[src/rtl/spi_seq_pkg.sv]
// Shared types and helpers for the SPI burst sequencer.
package spi_seq_pkg;

  localparam int unsigned SPI_BYTE_W = 8;

  typedef enum logic [2:0] {
    StIdle,
    StSetup,
    StLoad,
    StXfer,
    StHold,
    StGap
  } state_e;

  function automatic int unsigned max3(int unsigned a, int unsigned b, int unsigned c);
    int unsigned m;
    m = (a > b) ? a : b;
    return (m > c) ? m : c;
  endfunction

endpackage

[src/rtl/spi_xfer_sequencer.sv]
// Multi-byte SPI burst sequencer driving a single 8-bit spi_master, with per-slave
// chip-selects, setup/hold guard times and a minimum idle gap between bursts.
module spi_xfer_sequencer
  import spi_seq_pkg::*;
#(
  parameter int unsigned NUM_CS   = 4,
  parameter int unsigned MAX_LEN  = 16,
  parameter int unsigned CS_SETUP = 2,
  parameter int unsigned CS_HOLD  = 2,
  parameter int unsigned IDLE_GAP = 4,
  localparam int unsigned LEN_W   = $clog2(MAX_LEN + 1),
  localparam int unsigned CS_W    = (NUM_CS > 1) ? $clog2(NUM_CS) : 1
) (
  input  logic                  clk,
  input  logic                  rst_n,
  input  logic                  req_valid,
  output logic                  req_ready,
  input  logic [LEN_W-1:0]      req_len,
  input  logic [CS_W-1:0]       req_cs,
  input  logic                  abort,
  input  logic [SPI_BYTE_W-1:0] wr_data,
  input  logic                  wr_valid,
  output logic                  wr_ready,
  output logic [SPI_BYTE_W-1:0] rd_data,
  output logic                  rd_valid,
  output logic                  xfer_done,
  output logic                  busy,
  output logic                  spi_start,
  output logic [SPI_BYTE_W-1:0] spi_tx_data,
  input  logic                  spi_tx_ready,
  input  logic                  spi_done,
  input  logic [SPI_BYTE_W-1:0] spi_rx_data,
  output logic [NUM_CS-1:0]     cs_n
);

  localparam int unsigned GUARD_MAX = max3(CS_SETUP, CS_HOLD, IDLE_GAP);
  localparam int unsigned GUARD_W   = $clog2(GUARD_MAX) + 1;

  localparam logic [GUARD_W-1:0] SetupLast = GUARD_W'(CS_SETUP - 1);
  localparam logic [GUARD_W-1:0] HoldLast  = GUARD_W'(CS_HOLD - 1);
  localparam logic [GUARD_W-1:0] GapLast   = GUARD_W'(IDLE_GAP - 1);

  state_e             state;
  logic [GUARD_W-1:0] guard_cnt;
  logic [LEN_W-1:0]   remaining;
  logic               abort_seen;

  logic               stop_req;
  logic               req_fire;
  logic               wr_fire;
  logic [LEN_W-1:0]   len_clamped;
  logic [NUM_CS-1:0]  cs_sel_n;

  assign stop_req    = abort | abort_seen;
  assign req_ready   = (state == StIdle);
  assign busy        = (state != StIdle);
  // Abort outranks a pending write so the byte stays with the producer.
  assign wr_ready    = (state == StLoad) & spi_tx_ready & ~stop_req;
  assign req_fire    = req_valid & req_ready;
  assign wr_fire     = wr_valid & wr_ready;
  assign len_clamped = (req_len > LEN_W'(MAX_LEN)) ? LEN_W'(MAX_LEN) : req_len;

  // An out-of-range index matches no bit, so the burst runs with every select high.
  always_comb begin
    cs_sel_n = '1;
    for (int i = 0; i < NUM_CS; i++) begin
      if (req_cs == CS_W'(i)) cs_sel_n[i] = 1'b0;
    end
  end

  always_ff @(posedge clk or negedge rst_n) begin
    if (!rst_n) begin
      state       <= StIdle;
      guard_cnt   <= '0;
      remaining   <= '0;
      abort_seen  <= 1'b0;
      spi_start   <= 1'b0;
      spi_tx_data <= '0;
      rd_data     <= '0;
      rd_valid    <= 1'b0;
      xfer_done   <= 1'b0;
      cs_n        <= '1;
    end else begin
      spi_start <= 1'b0;
      rd_valid  <= 1'b0;
      xfer_done <= 1'b0;

      unique case (state)
        StIdle: begin
          abort_seen <= 1'b0;
          guard_cnt  <= '0;
          if (req_fire) begin
            remaining <= len_clamped;
            if (len_clamped == '0) begin
              state     <= StGap;
              xfer_done <= 1'b1;
            end else begin
              state <= StSetup;
              cs_n  <= cs_sel_n;
            end
          end
        end

        StSetup: begin
          if (abort) abort_seen <= 1'b1;
          if (stop_req) begin
            state     <= StHold;
            guard_cnt <= '0;
          end else if (guard_cnt == SetupLast) begin
            state     <= StLoad;
            guard_cnt <= '0;
          end else begin
            guard_cnt <= guard_cnt + GUARD_W'(1);
          end
        end

        StLoad: begin
          if (abort) abort_seen <= 1'b1;
          if (stop_req) begin
            state     <= StHold;
            guard_cnt <= '0;
          end else if (wr_fire) begin
            spi_tx_data <= wr_data;
            spi_start   <= 1'b1;
            state       <= StXfer;
          end
        end

        StXfer: begin
          if (abort) abort_seen <= 1'b1;
          if (spi_done) begin
            rd_data   <= spi_rx_data;
            rd_valid  <= 1'b1;
            remaining <= remaining - LEN_W'(1);
            if ((remaining == LEN_W'(1)) || stop_req) begin
              state     <= StHold;
              guard_cnt <= '0;
            end else begin
              state <= StLoad;
            end
          end
        end

        StHold: begin
          if (guard_cnt == HoldLast) begin
            cs_n      <= '1;
            state     <= StGap;
            guard_cnt <= '0;
            xfer_done <= 1'b1;
          end else begin
            guard_cnt <= guard_cnt + GUARD_W'(1);
          end
        end

        StGap: begin
          if (guard_cnt == GapLast) begin
            state     <= StIdle;
            guard_cnt <= '0;
          end else begin
            guard_cnt <= guard_cnt + GUARD_W'(1);
          end
        end

        default: state <= StIdle;
      endcase
    end
  end

endmodule

[config.mk]
export PLATFORM = sky130hd
export DESIGN_NAME = spi_xfer_sequencer
export DESIGN_NICKNAME = d
export VERILOG_FILES = /design/src/rtl/spi_seq_pkg.sv /design/src/rtl/spi_xfer_sequencer.sv
export SDC_FILE = /design/constraint.sdc
export NUM_CORES = 1
export LEC_CHECK = 0
export ABC_AREA = 1
export CORE_MARGIN = 1.5
export CORE_UTILIZATION = 48
export DETAILED_ROUTE_END_ITERATION = 8
export PLACE_DENSITY_LB_ADDON = 0.3
export SLEW_MARGIN = 30
export SYNTH_ARGS = -nofsm -noshare
export SYNTH_HDL_FRONTEND = slang
export SYNTH_SLANG_ARGS = --single-unit
[constraint.sdc]
create_clock -name clk -period 1.8 [get_ports clk]
set_clock_uncertainty 0.2 [all_clocks]
set_input_delay 0.36 -clock clk [delete_from_list [all_inputs] [get_ports clk]]
set_output_delay 0.36 -clock clk [all_outputs]
set_load 0.01 [all_outputs]
Yosys cells after proc, flatten, opt, wreduce, memory -nomap -nowiden

Index checks and enable logic that the tools add are counted.

Bits in registers: 35
Latch bits: 0
Memory bits (writable): 0
Bits in read-only memories: 0
Output and inout port bits: 26
Logic and storage cells: 98
Memories: 0

Add/sub/neg operators: 2
Multipliers: 0
Div/mod/pow operators: 0
Order comparisons: 1
Equality and inequality tests: 21
Shift operators: 0
Muxes and demuxes: 41
Bitwise logic cells: 6
Reductions and logical operators: 17

Operators with widths:

| cell                                                 | count |
|---|---|
| two-way mux 3 bit                                    | 16 |
| case mux 3 bit (6 select lines)                      | 2 |
| two-way mux 5 bit                                    | 3 |
| two-way mux 1 bit                                    | 13 |
| two-way mux 4 bit                                    | 3 |
| != test 2 bit, second input constant                 | 6 |
| case mux 5 bit (2 select lines)                      | 1 |
| == test 3 x 2 -> 1 bit, second input constant        | 3 |
| case mux 4 bit (2 select lines)                      | 1 |
| AND reduction 4 bit                                  | 2 |
| == test 3 x 1 -> 1 bit, second input constant        | 2 |
| == test 3 bit, second input constant                 | 2 |
| != test 3 bit, second input constant                 | 2 |
| AND reduction 3 bit                                  | 2 |
| AND reduction 6 bit                                  | 1 |
| nonzero test 2 bit                                   | 3 |
| nonzero test 6 bit                                   | 1 |
| == test 5 x 1 -> 1 bit, second input constant        | 1 |
| greater-than comparator 5 bit, second input constant | 1 |
| zero test 5 bit                                      | 1 |
| subtractor 5 x 1 -> 5 bit, second input constant     | 1 |
| bitwise AND 1 bit                                    | 4 |
| == test 2 bit, second input constant                 | 2 |
| != test 2 x 1 -> 1 bit, second input constant        | 2 |
| other kinds (11)                                     | 13 |

Longest topological paths before layout

Gate-level depths: netlist (run 1).

Depth in word-level cells: 7
Mapped depth: 10

Worst setup path before layout (run 1)

Ideal clock, no wire load.

Path kind: reg-to-reg
Start point: register state[1]
End point: register remaining[4]
Arrival time: 1177 ps
Required time: 1477 ps
Slack: 300 ps
Cell stages (with the launch flop): 10
Buffers on the path: 1
Clock period less this slack: 1500 ps
Path through: dfrtp_1 -> buf_6 -> inv_6 -> nand2_4 -> nor2_8 -> inv_4 -> a21oi_4 -> inv_2 -> nand2_1 -> o21ai_2

Word-level cells in the longest chain between the ends: 4
Elaborated cells on any way between the ends: 8

RTL lines:

| item                                    | RTL line                  | source |
|---|---|---|
| from (decl)                             | spi_xfer_sequencer.sv:43  | `state_e state;` |
| from (signal assigned)                  | spi_xfer_sequencer.sv:73  | `state <= StIdle;` |
| from (signal assigned)                  | spi_xfer_sequencer.sv:95  | `state <= StGap;` |
| from (signal assigned)                  | spi_xfer_sequencer.sv:98  | `state <= StSetup;` |
| zero test 3 bit *                       | spi_xfer_sequencer.sv:55  | `assign req_ready = (state == StIdle);` |
| net req_ready                           | spi_xfer_sequencer.sv:17  | `output logic req_ready,` |
| bitwise AND 1 bit                       | spi_xfer_sequencer.sv:59  | `assign req_fire = req_valid & req_ready;` |
| != test 2 x 1 -> 1 bit (no source line) | -                         |  |
| AND reduction 3 bit (no source line)    | -                         |  |
| to (signal assigned)                    | spi_xfer_sequencer.sv:93  | `remaining <= len_clamped;` |
| to (signal assigned)                    | spi_xfer_sequencer.sv:134 | `remaining <= remaining - LEN_W'(1);` |
| to (decl)                               | spi_xfer_sequencer.sv:45  | `logic [LEN_W-1:0] remaining;` |

The timed path passes the listed nets; every way through them passes the cells marked *.
A chain may end at the register's enable or synchronous reset.

Worst setup path in the final report (run 1)

Start point: register state[2]
End point: output wr_ready

Word-level cells in the longest chain between the ends: 3

RTL lines:

| item                           | RTL line                 | source |
|---|---|---|
| == test 3 x 2 -> 1 bit         | spi_xfer_sequencer.sv:58 | `assign wr_ready = (state == StLoad) & spi_tx_ready & ~stop_req;` |
| bitwise AND 1 bit (2 in a row) | spi_xfer_sequencer.sv:58 |  |
| to (decl)                      | spi_xfer_sequencer.sv:23 | `output logic wr_ready,` |

No other way between the ends.

==> flow_summary.ini, run 1 <==
[outcome]
status = complete, no violations

[place]
portBuffers = 55
routabilityCongestion = 0.8716
postPlaceCellArea_mm2 = 0.002804
dp_hpwl_mm = 3.547

[cts]
cts_buffers = 5
cts_root_buf = clkbuf_8
hold_buffers = 0
cts.sinks = 35
clk_latency_ns = 0.29
htree_num_levels = 2
cts_tree = built
cts.path.max_buffers = 2
cts.reportedPaths.clkPinSlew_ns = 0.07

[worst_setup_path]
slowest_stage = dfrtp_2
cp.required_ns = 1.24
worst_path_largest_cell_delay_ns = 0.43
crit_arrival_ns = 1.24
path_buf_inv = 3
critPathCaptureType = primary output
worstPathCellList = buf_6 -> clkinv_4 -> nand4_4 -> nor2_4 -> buf_6
crit_top_cell = buf_6
start_kind = flip-flop
worstSetupPathType = reg2out
crit_fanout = 2
crit_family = flip-flops
reg2reg_slack_ns = 0.10

[synth]
syn-num-nets = 284
syn_inst = 248
yosysSeqAreaShare = 0.4406
syn-cell-area_mm2 = 0.001999
synth_warnings = 0
yosysUniqueCellTypes = 28
ys_ff_latch = 35
synth.avg_cell_area_um2 = 8.062

[power_and_ir_drop]
ir_worst_vdd_v = 0.0008621
p_per_area_mw_per_mm2 = 1550
seqPwrFrac = 0.302
switching_share = 0.4132
power_w = 0.004538
internal_power_w = 0.002663
pwr-share-clk = 0.125
p_sw_w = 0.001875
combPwrFrac = 0.573
leakage_nw = 1.547

[die]
core_mm2 = 0.004000
initial_core_util = 0.4998
ios = 56
die_x_um = 67.54
rows = 23
die_area_mm2 = 0.004562
die_h_um = 67.54

[timing]
rsz0062_at_grt = true
finalHoldWorstSlack_ns = 0.2420
finalSetupViolations = 0
timing.final.crit_share = 0.9992
setup_tns_ns = 0
hold_viol = 0
max_freq_mhz = 556.0
slew_headroom = 0.8239
period_needed_ns = 1.799
worst_pin_slew_ns = 0.2614
maxSlewViolCount = 0

[routing]
viasPerCell = 4.725
vias = 1819
drt_wl_total_mm = 4.703
post_drt_wl_per_cell_um = 12.22
drc = 0
drt_iter0_drc = 119
detail-route-antenna-nets = 0
first_pass_iters = 4

[cells_and_area]
finalInstanceArea_mm2 = 0.002928
finalNetCount = 370
mostFrequentLayoutCell = nand2_1
drive_above_1_share = 0.2299
antenna_cells = 0
layout_common_cells = nand2_1 (90), clkdlybuf4s50_1 (42), dfrtp_1 (29), inv_1 (27), buf_4 (22)
area_delta_synth_final_pct = 46.43
final_util = 0.7319

[global_route]
grt_pass1_wl_mm = 7.458
gr-usage-all-layers = 0.2211
overflow = 0
grt_max_degree = 36
antenna_found_initial = 0
first_global_vias = 1693

[job]
drv_cap = 0

[hold_path]
hold_class = in2async
[per-stage QoR]
| stage | setup slack (ns) | cells |
|---|---|---|
| floorplan | 0.2999 | 248 |
| global placement | -0.4762 | 375 |
| detailed placement | -0.4837 | 375 |
| CTS | -0.008288 | 385 |
| global route | -0.06246 | 385 |
| finish | 0.001416 | 385 |
[registers in the layout, summed over array words and instances (netlist names)]
register and flops:
abort_seen 1, cs_n 4, guard_cnt 3, rd_data 8, rd_valid 1, remaining 5
spi_start 1, spi_tx_data 8, state 3, xfer_done 1
[timing repair]
action / in CTS / in global routing
pin swaps: 1 / 5
setup buffers: 2 / 0
endpoints found under the setup margin: 7 / 14
resized for setup: 17 / 15
[path summary, 6_finish.rpt]
check | from | end | depth (start not counted)
worst min-delay path | rst_n | remaining[0] | 2
worst max register to register | state[1] | remaining[1] | 10
max in group asynchronous | rst_n | cs_n[1] | 2
worst max-delay path | state[2] | wr_ready | 5
min in group clk | rd_data[1] | rd_data[1] | 2
worst min register to register | rd_data[1] | rd_data[1] | 2
[area by class of cell]
cell class                 count  area, um^2
clock buffer                   6       72.57
clock inverter                 2       12.51
fill                         316        1072
inverter                      33       142.6
multi-input combinational    177       958.4
sequential                    35       883.3
tap                           50       62.56
timing repair buffer          82       795.8
[synthesized netlist by cell type]
master,count,area share
nand2_1,91,0.17
dfrtp_1,31,0.39
inv_1,27,0.051
nor2_1,17,0.032
nand3_1,15,0.038
o21ai_0,14,0.035
ha_1,6,0.038
nor2_4,6,0.034
dfstp_2,4,0.053
nand2_2,4,0.013
nor2_2,4,0.013
o21ai_1,4,0.010
a21oi_1,3,0.0075
buf_6,3,0.017
inv_6,3,0.013
nand2_4,2,0.011
nand3_2,2,0.010
nor2_8,2,0.020
a21oi_4,1,0.0081
clkinv_2,1,0.0025
inv_2,1,0.0019
inv_4,1,0.0031
nand3_4,1,0.0088
nand4_1,1,0.0031
nand4_4,1,0.011
nor3_1,1,0.0025
o21ai_2,1,0.0044
o22ai_1,1,0.0031
[power groups by stage]
stage	clock network, W	logic (W)	registers, W
2_1_floorplan	0	0.00141	0.00143
3_3_place_gp	0	0.00255	0.00138
3_5_place_dp	0	0.00261	0.00139
4_1_cts	0.000587	0.00262	0.00136
5_1_grt	0.000621	0.00290	0.00141
6_report	0.000569	0.00260	0.00137
[routing by layer]
| layer | vias to the layer above | routed length (um) | part of all wire | GRT usage |
|---|---|---|---|---|
| met5 | - | 0 | 0 | 0 |
| met4 | 0 | 61 | 0.013 | 0.05357 |
| met3 | 6 | 229 | 0.049 | 0.06500 |
| met2 | 39 | 2292 | 0.49 | 0.3750 |
| met1 | 838 | 2120 | 0.45 | 0.2752 |
| li1 | 936 | - | - | - |
[cell families (layout without fill, tap and decap cells)]
family | after synthesis | count (layout) | synth area share
fa+ha+maj | 6 | 6 | 0.03755
flops | 35 | 35 | 0.4405
simple gates | 147 | 147 | 0.3655
buf+inv | 36 | 123 | 0.08824
compound gates | 24 | 24 | 0.06821
[worst reg2reg max path: stages, from the launching register on]
cell and delay [ns]:
dfrtp_2 0.44, buf_4 0.16, buf_6 0.13, nand2_2 0.08
nor2_4 0.04, nand2_2 0.06, nand2_2 0.08, a21oi_4 0.19
buf_12 0.14, nand2_1 0.04, o21ai_1 0.07
(Power assumes the default switching activity.)
==> run 2, diff against run 1 <==
Settings changed: CAP_MARGIN set to 10.
==> results of run 2 <==
The final DEF is identical to that of run 1; final timing and power are the same.
==> run 3, diff against run 2 <==
Settings changed: ABC_AREA 1 to not set, CORE_UTILIZATION 48 to 35, CTS_CLUSTER_DIAMETER set to 100.
==> run 3 against run 2 <==
The flow now finishes with violations (setup timing). Clock-buffer cell count rose by 1. First-iteration DRC count shrank 24%. Register-to-register slack worse by 0.39 ns. Flip-flop and latch count unchanged. Critical path depth shrank 1. Sequential share of layout area shrank 1.6 points. Final cell count shrank 14%. Power decreased by 2.0%. Combinational power decreased by 2%. Worst setup slack lost 0.32 ns. Critical path type unchanged.
==> flow_summary.ini, run 3 <==
[cts]
cts.sinks = 35
cts.path.max_buffers = 2
clk_latency_ns = 0.28
cts_root_buf = clkbuf_8
htree_num_levels = 2
cts_tree = built
cts.reportedPaths.clkPinSlew_ns = 0.07
cts_buffers = 5
hold_buffers = 0

[synth]
synth_warnings = 0
synth_flop_cell = dfrtp_1
synth_largest_area_cell = dfrtp_1
synth_area_leaders = dfrtp_1 (44%), mux2_2 (10%), dfstp_2 (5.9%)
async_flop_share = 1.000
syn-cell-area_mm2 = 0.001775
yosysUniqueCellTypes = 49
ys_ff_latch = 35
synth_commonest_cells = dfrtp_1 (31), mux2_2 (16), a21oi_1 (14)
syn-num-nets = 195
synth.avg_cell_area_um2 = 11.17
yosysTopAreaCellShare = 0.4369
yosysSeqAreaShare = 0.4961
yosys.cell_count.top_type = dfrtp_1
synth_edf_count = 0
syn_inst = 159

[power_and_ir_drop]
ir_worst_vdd_v = 0.0008460
leakage_nw = 1.352
p_per_area_mw_per_mm2 = 1440

[timing]
hold_viol = 0
max_freq_mhz = 472.9
finalWorstSetupSlack_ns = -0.3147
finalHoldWorstSlack_ns = 0.2503
worst_pin_slew_ns = 0.4304
period_needed_ns = 2.115
rsz0062_at_grt = true
maxSlewViolCount = 0
finalSetupViolations = 19
slew_headroom = 0.7104
timing.final.crit_share = 1.175

[worst_setup_path]
crit_fanout = 2
crit_family = simple AND/OR/NAND/NOR gates
cp.required_ns = 1.24
worstPathCellList = or3_4 -> nor3b_4 -> and2_4 -> buf_6
worst_path_largest_cell_delay_ns = 0.41
critPathCaptureType = primary output
path_buf_inv = 1
slowest_stage = or3_4
start_kind = flip-flop
worstSetupPathType = reg2out
crit_arrival_ns = 1.55

[global_route]
antenna_found_initial = 0
grt_pass1_wl_mm = 7.748
first_global_vias = 1655
grt_max_degree = 36
overflow = 0
gr-usage-all-layers = 0.1834

[job]
drv_cap = 0

[cells_and_area]
area_delta_synth_final_pct = 73.85
mostFrequentLayoutCell = clkdlybuf4s50_1
final_util = 0.6408
multi_input_area_um2 = 980.9
drive_above_1_share = 0.4211
antenna_cells = 0
finalNetCount = 301
seq_area_um2 = 882.1
top_regs = rd_data: 8 flops, spi_tx_data: 8 flops, remaining: 5 flops
layout_common_cells = clkdlybuf4s50_1 (47), buf_4 (36), dfrtp_1 (30), buf_6 (14), a21oi_1 (10)
nFillCells = 397

[die]
rows = 25
core_mm2 = 0.004817
initial_core_util = 0.3686
die_area_mm2 = 0.005509
die_h_um = 74.23
ios = 56
die_x_um = 74.23

[place]
portBuffers = 55
dp_hpwl_mm = 3.268
routabilityCongestion = 0.8255

[routing]
viasPerCell = 4.931
drt_wl_total_mm = 4.785
drt_iter0_drc = 91
post_drt_wl_per_cell_um = 14.37
vias = 1642
drc = 0
first_pass_iters = 4
detail-route-antenna-nets = 0

[outcome]
status = finished, violations left
violations = setup timing

[hold_path]
hold_class = in2async
-- run 3: cell types whose count changed in the layout (fill, tap and decap cells not counted), moves of 8 or more --
cell     before  now
a21oi_1       2   10
buf_4        22   36
buf_6         3   14
inv_1        27    8
mux2_2        0    8
mux2_4        0    8
nand2_1      90    6
nand3_1      13    3
nor2_1       17    7
o21ai_0      13    1
-- run 3: per-layer routing --
layer | wire [um] | up-vias | part of all wire | track usage
met5 | 0 | - | 0 | 0
met4 | 46 | 0 | 0.0096 | 0.05051
met3 | 202 | 6 | 0.042 | 0.04607
met2 | 2333 | 46 | 0.49 | 0.2927
met1 | 2202 | 793 | 0.46 | 0.2489
li1 | - | 797 | - | -
-- run 3: area by class of cell --
class | instances | share of cell area
Sequential cell | 35 | 0.2858
Tap cell | 67 | 0.02716
Clock buffer | 7 | 0.02797
Timing Repair Buffer | 105 | 0.3263
Clock inverter | 1 | 0.001621
Multi-Input combinational cell | 107 | 0.3178
Inverter | 11 | 0.01338
-- run 3: worst reg2reg max path, cell delays in order (launching register included) --
cell and delay (ns):
dfrtp_1 0.39, or3_4 0.41, nor3b_4 0.22, buf_6 0.13, and3_4 0.20, clkbuf_16 0.14
mux2_4 0.29
-- run 3: timing repair --
action,CTS,global route
buffers inserted,7,6
hold endpoints to repair,0,0
endpoints found under the setup margin,26,35
resized for setup,45,21
gates cloned,1,1
pin swaps,12,12
-- run 3: final timing paths --
path	start	endpoint	slack, ns	depth (start not counted)
hold / removal	rst_n	guard_cnt[1]	0.25	2
setup reg to reg	state[2]	spi_tx_data[4]	-0.29	6
min in group clk	rd_data[7]	rd_data[7]	0.31	1
hold reg to reg	rd_data[7]	rd_data[7]	0.31	1
setup / recovery	state[2]	wr_ready	-0.31	4
max in group asynchronous	rst_n	cs_n[0]	0.89	2
-- run 3: per-stage QoR --
step	cells	area (um^2)	total power [W]	worst slack (ns)	TNS (ns)
finish	333	3087	0.004445	-0.3147	-3.130
global route	333	3087	0.004726	-0.3625	-4.047
global placement	314	2729	0.003383	-0.7695	-10.48
CTS	330	2969	0.004260	-0.3076	-3.117
detailed placement	314	2729	0.003420	-0.7892	-11.24
floorplan	159	1821	0.002366	-0.08527	-0.6822
-- run 3: logic make-up (layout without fill, tap and decap cells) --
kind of cell	count (synthesis)	count (layout)	synth area share
simple gates	43	43	0.1417
compound gates	40	40	0.1593
flops	35	35	0.4961
mux	18	18	0.1128
buf+inv	17	124	0.04792
fa+ha+maj	6	6	0.04228
-- run 3: report_power, final --
| group | total [W] | internal, W | leakage (nW) | switching [W] |
|---|---|---|---|---|
| Sequential | 0.00131 | 0.00111 | 0.437 | 0.000194 |
| Combinational | 0.00255 | 0.00146 | 0.867 | 0.00110 |
| Clock | 0.000585 | 0.000309 | 0.0482 | 0.000276 |
| Total | 0.00445 | 0.00288 | 1.35 | 0.00157 |
